File: config.mk
export PLATFORM = sky130hd
export DESIGN_NAME = toggle_event_decoder
export DESIGN_NICKNAME = d
export VERILOG_FILES = /design/src/rtl/toggle_pkg.sv /design/src/rtl/sync_2ff.sv /design/src/rtl/toggle_event_decoder.sv
export SDC_FILE = /design/constraint.sdc
export NUM_CORES = 1
export LEC_CHECK = 0
export CORE_AREA = 4 4 41 43
export CTS_CLUSTER_DIAMETER = 30
export DETAILED_ROUTE_END_ITERATION = 8
export DIE_AREA = 0 0 45 47
export GPL_ROUTABILITY_DRIVEN = 1
export PLACE_DENSITY = 0.62
export SLEW_MARGIN = 10
export SYNTH_ARGS = -nofsm -noshare
export SYNTH_HDL_FRONTEND = slang
export SYNTH_SLANG_ARGS = --single-unit
File: constraint.sdc
create_clock -name clk -period 2.4 [get_ports clk]
set_input_delay 0.36 -clock clk [delete_from_list [all_inputs] [get_ports clk]]
set_output_delay 0.36 -clock clk [all_outputs]
set_load 0.05 [all_outputs]
File: src/rtl/toggle_pkg.sv
// toggle_pkg
//   Shared constants for the toggle event decoder.
//   CNT_W_DEFAULT : default width of the pending-event counter
//   CNT_MAX       : saturation value of that counter at the default width
package toggle_pkg;

    localparam int unsigned CNT_W_DEFAULT = 4;
    localparam int unsigned CNT_MAX       = (1 << CNT_W_DEFAULT) - 1;

endpackage : toggle_pkg

File: src/rtl/sync_2ff.sv
// sync_2ff
//   Two-flop synchronizer for a single asynchronous level.
//   clk : sampling clock
//   rst : asynchronous active-high reset, clears both flops to 0
//   d_i : asynchronous input level
//   q_o : synchronized level (second flop)
module sync_2ff (
    input  logic clk,
    input  logic rst,
    input  logic d_i,
    output logic q_o
);

    logic s1_q;
    logic s2_q;

    always_ff @(posedge clk or posedge rst) begin
        if (rst) begin
            s1_q <= 1'b0;
            s2_q <= 1'b0;
        end else begin
            s1_q <= d_i;
            s2_q <= s1_q;
        end
    end

    assign q_o = s2_q;

endmodule : sync_2ff

File: src/rtl/toggle_event_decoder.sv
// toggle_event_decoder
//   Turns level changes of a remote toggle flip-flop into counted events.
//   clk       : system clock
//   rst       : asynchronous active-high reset
//   tog_in    : toggle level, asynchronous to clk; every change is one event
//   evt_ready : consumer takes one pending event this cycle
//   clr_ovf   : synchronous clear of the sticky overflow flag
//   evt_valid : at least one event pending
//   evt_pulse : one-cycle strobe per decoded event
//   pending   : number of undelivered events (saturating)
//   ovf       : sticky, an event was dropped at saturation
//   tog_level : synchronized and delayed copy of tog_in
module toggle_event_decoder
    import toggle_pkg::*;
#(
    parameter int unsigned CNT_W = CNT_W_DEFAULT
) (
    input  logic             clk,
    input  logic             rst,
    input  logic             tog_in,
    input  logic             evt_ready,
    input  logic             clr_ovf,
    output logic             evt_valid,
    output logic             evt_pulse,
    output logic [CNT_W-1:0] pending,
    output logic             ovf,
    output logic             tog_level
);

    localparam logic [CNT_W-1:0] PEND_MAX = '1;
    localparam logic [CNT_W-1:0] PEND_ONE = CNT_W'(1);

    logic             s2;
    logic             s3_q;
    logic             pulse_q;
    logic [CNT_W-1:0] pend_q;
    logic [CNT_W-1:0] pend_d;
    logic             ovf_q;
    logic             ovf_d;
    logic             tog_edge;
    logic             pop;

    sync_2ff u_sync (
        .clk (clk),
        .rst (rst),
        .d_i (tog_in),
        .q_o (s2)
    );

    // Rising and falling changes of the toggle are the same kind of event.
    assign tog_edge  = s2 ^ s3_q;
    assign evt_valid = (pend_q != '0);
    // Gating with evt_valid keeps the counter from wrapping below zero.
    assign pop       = evt_valid & evt_ready;

    always_comb begin
        pend_d = pend_q;
        ovf_d  = ovf_q & ~clr_ovf;
        unique case ({tog_edge, pop})
            2'b10: begin
                if (pend_q == PEND_MAX) begin
                    // Lost event; set wins over a simultaneous clear.
                    ovf_d = 1'b1;
                end else begin
                    pend_d = pend_q + PEND_ONE;
                end
            end
            2'b01:   pend_d = pend_q - PEND_ONE;
            default: pend_d = pend_q;
        endcase
    end

    always_ff @(posedge clk or posedge rst) begin
        if (rst) begin
            s3_q    <= 1'b0;
            pulse_q <= 1'b0;
            pend_q  <= '0;
            ovf_q   <= 1'b0;
        end else begin
            s3_q    <= s2;
            pulse_q <= tog_edge;
            pend_q  <= pend_d;
            ovf_q   <= ovf_d;
        end
    end

    assign evt_pulse = pulse_q;
    assign pending   = pend_q;
    assign ovf       = ovf_q;
    assign tog_level = s3_q;

endmodule : toggle_event_decoder

==> out/metrics.csv <==
stage;metric;value;unit
detailed_routing;wl_per_cell;12.1;um
detailed_routing;via_count;304;
worst_setup_path;r2r-end;pending[3]$_DFFE_PP0P_;
synthesis;synth_area_leaders;dfrtp_1 (52%), ha_1 (5.8%), fa_1 (4.6%);
worst_setup_path;cp_slowest_stage_delay;0.45;ns
synthesis;synth-compound-area-share;8.09;%
detailed_routing;wl_met3;77;um
sta;fin_tns_setup;0;ns
synthesis;synth.distinct_cells;18;
clock_network;cts.root.buffer_cell;clkbuf_4;
worst_setup_path;crit_buf_inv;1;
power;comb_power_share;55.1;%
worst_setup_path;crit_cells;8;
die;dieArea;0.00212;mm^2
power;irDropWorstVdd;0.000776;V
hold_path;hold_start;u_sync.s1_q$_DFF_PP0_;
power;p_leak;0.280;nW
synthesis;yosys-top-cells-count;dfrtp_1 (9), inv_1 (5);
power;p_int;0.445;mW
status;status;finished, final reports clean;
synthesis;synth_fa_ha_area_share;10.4;%
worst_setup_path;cpLargestDelayFamily;compound AO/OA/AOI/OAI gates;
place;post-place-cells;61;
layout;final_cells;65;
worst_setup_path;worst_setup_path_start_kind;flip-flop;
synthesis;syn-cell-area;433;um^2
die;num_rows;13;
sta;period_share;93.3;%
sta;skew;0.00513;ns
die;start_util;33.3;%
sta;slew_viol_final;0;
power;p_sw;0.383;mW
detailed_routing;ant_nets;0;
hold_path;whs_path_depth;0;
place;hpwl;618;um
clock_network;clk_latency;0.25;ns
worst_setup_path;r2r_slack;0.16;ns
synthesis;synth_seq_area_share;52.0;%
power;p_per_area;1390;mW/mm^2
global_route;grt_max_degree;10;
sta;finalSetupViolations;0;
flow_run;maxCapViolCount;0;
worst_setup_path;slowest_stage;dfrtp_1;
sta;slew-limit-headroom;66.2;%
synthesis;syn-instance-count;34;
worst_setup_path;worstReg2RegStart;pending[1]$_DFFE_PP0P_;
synthesis;synthSimpleGateAreaFrac;8.96;%
sta;tightest_slew;0.506;ns
die;die_x;45;um
power;swShare;46.3;%
global_route;grt_first_pass_wirelength;1310;um
sta;hold_viol;0;
clock_network;hold_buffers;0;
clock_network;post_cts_resized;1;
synthesis;synth_edf_count;0;
die;dieHeight;47;um
layout;fillers;136;
power;power.total;0.829;mW
synthesis;synth-xor-area-share;8.09;%
clock_network;cts.sinks;9;
place;gp_routability_congestion;0.769;
clock_network;path_clk_slew;0.06;ns
detailed_routing;dr_wl_met2;362;um
synthesis;synth_top_family_by_area;adder cells;
clock_network;htreeDepth;1;
layout;n_antenna_cell;0;
worst_setup_path;critical_path_arrival;2.42;ns
worst_setup_path;path_max_fanout;6;
synthesis;synth_top_area_share;52.0;%
hold_path;worstHoldPathType;reg2reg;
die;ios;13;
place;numPortBuffers;12;
worst_setup_path;critPathKind;reg2reg;
sta;rsz0062_at_grt;no;
sta;fin_ws;0.160;ns
power;p_clk_share;13.4;%
global_route;grt_overflow;0;
hold_path;hold_end;u_sync.q_o$_DFF_PP0_;
synthesis;synth_largest_area_cell;dfrtp_1;
detailed_routing;first_iter_violations;4;
layout;nets;59;
sta;fin_crit;2.24;ns
synthesis;synth_warnings;0;
synthesis;post-synth-top-count-cell;dfrtp_1;
detailed_routing;dr.max_layer_used;met3;
sta;timing.hold.ws;0.355;ns
detailed_routing;vias_per_cell;4.68;
worst_setup_path;rr_worst_depth;8;
worst_setup_path;critPathCaptureType;flip-flop;
global_route;grt_pass1_vias;303;
detailed_routing;drt-pass1-iter-count;2;
synthesis;synthArstFlopShare;100;%
layout;synthToLayoutAreaGrowth;37.9;%
clock_network;cts_buffers;3;
power;power.share.sequential;31.5;%
detailed_routing;drt-met1-wl;345;um
clock_network;post_cts_buffers;0;
clock_network;clock_path_buffers;2;
global_route;antenna_found_initial;0;
place;dpl_worst_slack;0.0727;ns
worst_setup_path;cp_data_required_time;2.58;ns
synthesis;ys_ff_latch;9;
sta;fmax;446;MHz
layout;layout-drive-gt1-share;16.0;%
synthesis;syn-num-nets;42;
detailed_routing;drt-total-wl;785;um
clock_network;cts_tree;built;
synthesis;muxShareOfSynthArea;8.09;%
die;core_area;0.00130;mm^2
detailed_routing;drc_errors;0;
global_route;gr-usage-all-layers;9.11;%
worst_setup_path;path_cells;o41ai_2 > or2_4 > inv_1 > ha_1 > a21o_1 > a21oi_1 > mux2i_1 > xor2_1;
synthesis;synth_area_per_cell;12.7;um^2
synthesis;ys.flop_type;dfrtp_1;
==> layer usage <==
layer,track usage (%),vias up
met3,5.75,0
met5,0,-
met2,13.8,13
met1,10.4,142
li1,-,149
met4,3.51,0
==> power by group through the flow <==
stage	clock [mW]	combinational (mW)	sequential [mW]
CTS	0.118	0.463	0.261
detailed placement	0	0.463	0.265
floorplan	0	0.195	0.389
global placement	0	0.455	0.259
finish	0.111	0.457	0.261
global route	0.126	0.491	0.272
==> flip-flops by register name (all words and copies together), names as in the netlist <==
signal	cells
evt_pulse	1
pending	4
ovf	1
u_sync.q_o	1
tog_level	1
u_sync.s1_q	1
==> final cells by class <==
class | instances | area (um^2) | share of cell area (%)
clock buffers | 4 | 26.3 | 4.40
inverters | 5 | 18.8 | 3.14
multi-input cells | 20 | 189 | 31.7
flip-flops and latches | 9 | 225 | 37.7
well taps | 15 | 18.8 | 3.14
repair buffers | 12 | 119 | 19.9
==> stage by stage <==
step	area [um^2]	util [%]
after global routing	597	45.9
after floorplan	433	-
after CTS	597	45.9
after detailed placement	572	43.9
final	597	45.9
after global placement	572	43.9
==> worst reg2reg max path, cell delays in order (launching register included) <==
cell and delay (ns):
dfrtp_1 0.45, o41ai_2 0.45, or2_4 0.22, inv_1 0.06, ha_1 0.27, a21o_1 0.18
a21oi_1 0.17, mux2i_1 0.23, xor2_1 0.15
==> layout by cell type (no fill, tap or decap), drive strengths merged <==
master         instances
dfrtp                  9
o41ai                  1
or2                    1
clkbuf                 4
xor2                   2
clkdlybuf4s50         11
a21o                   1
mux2i                  2
dlygate4sd2            1
inv                    5
ha                     2
mux2                   1
or4                    1
nand4                  1
a21oi                  1
xnor2                  2
nand2                  2
nand3                  1
o22ai                  1
fa                     1
==> how the worst max path moves through the flow <==
stage	slack, ns	end	start
floorplan	0.07	pending[3]$_DFFE_PP0P_	pending[3]$_DFFE_PP0P_
finish	0.16	pending[3]$_DFFE_PP0P_	pending[1]$_DFFE_PP0P_
global route	0.02	pending[3]$_DFFE_PP0P_	pending[3]$_DFFE_PP0P_
CTS	0.13	pending[3]$_DFFE_PP0P_	pending[1]$_DFFE_PP0P_
detailed placement	0.07	pending[3]$_DFFE_PP0P_	evt_ready
global placement	0.08	pending[3]$_DFFE_PP0P_	evt_ready
==> logic make-up (layout without fill, tap and decap cells) <==
kind of cell,count (synthesis),after routing
fa+ha+maj,3,3
flops,9,9
mux,3,3
compound gates,4,4
xor+xnor,4,4
simple gates,6,6
buf+inv,5,21
Power figures use the tool's default switching activity.
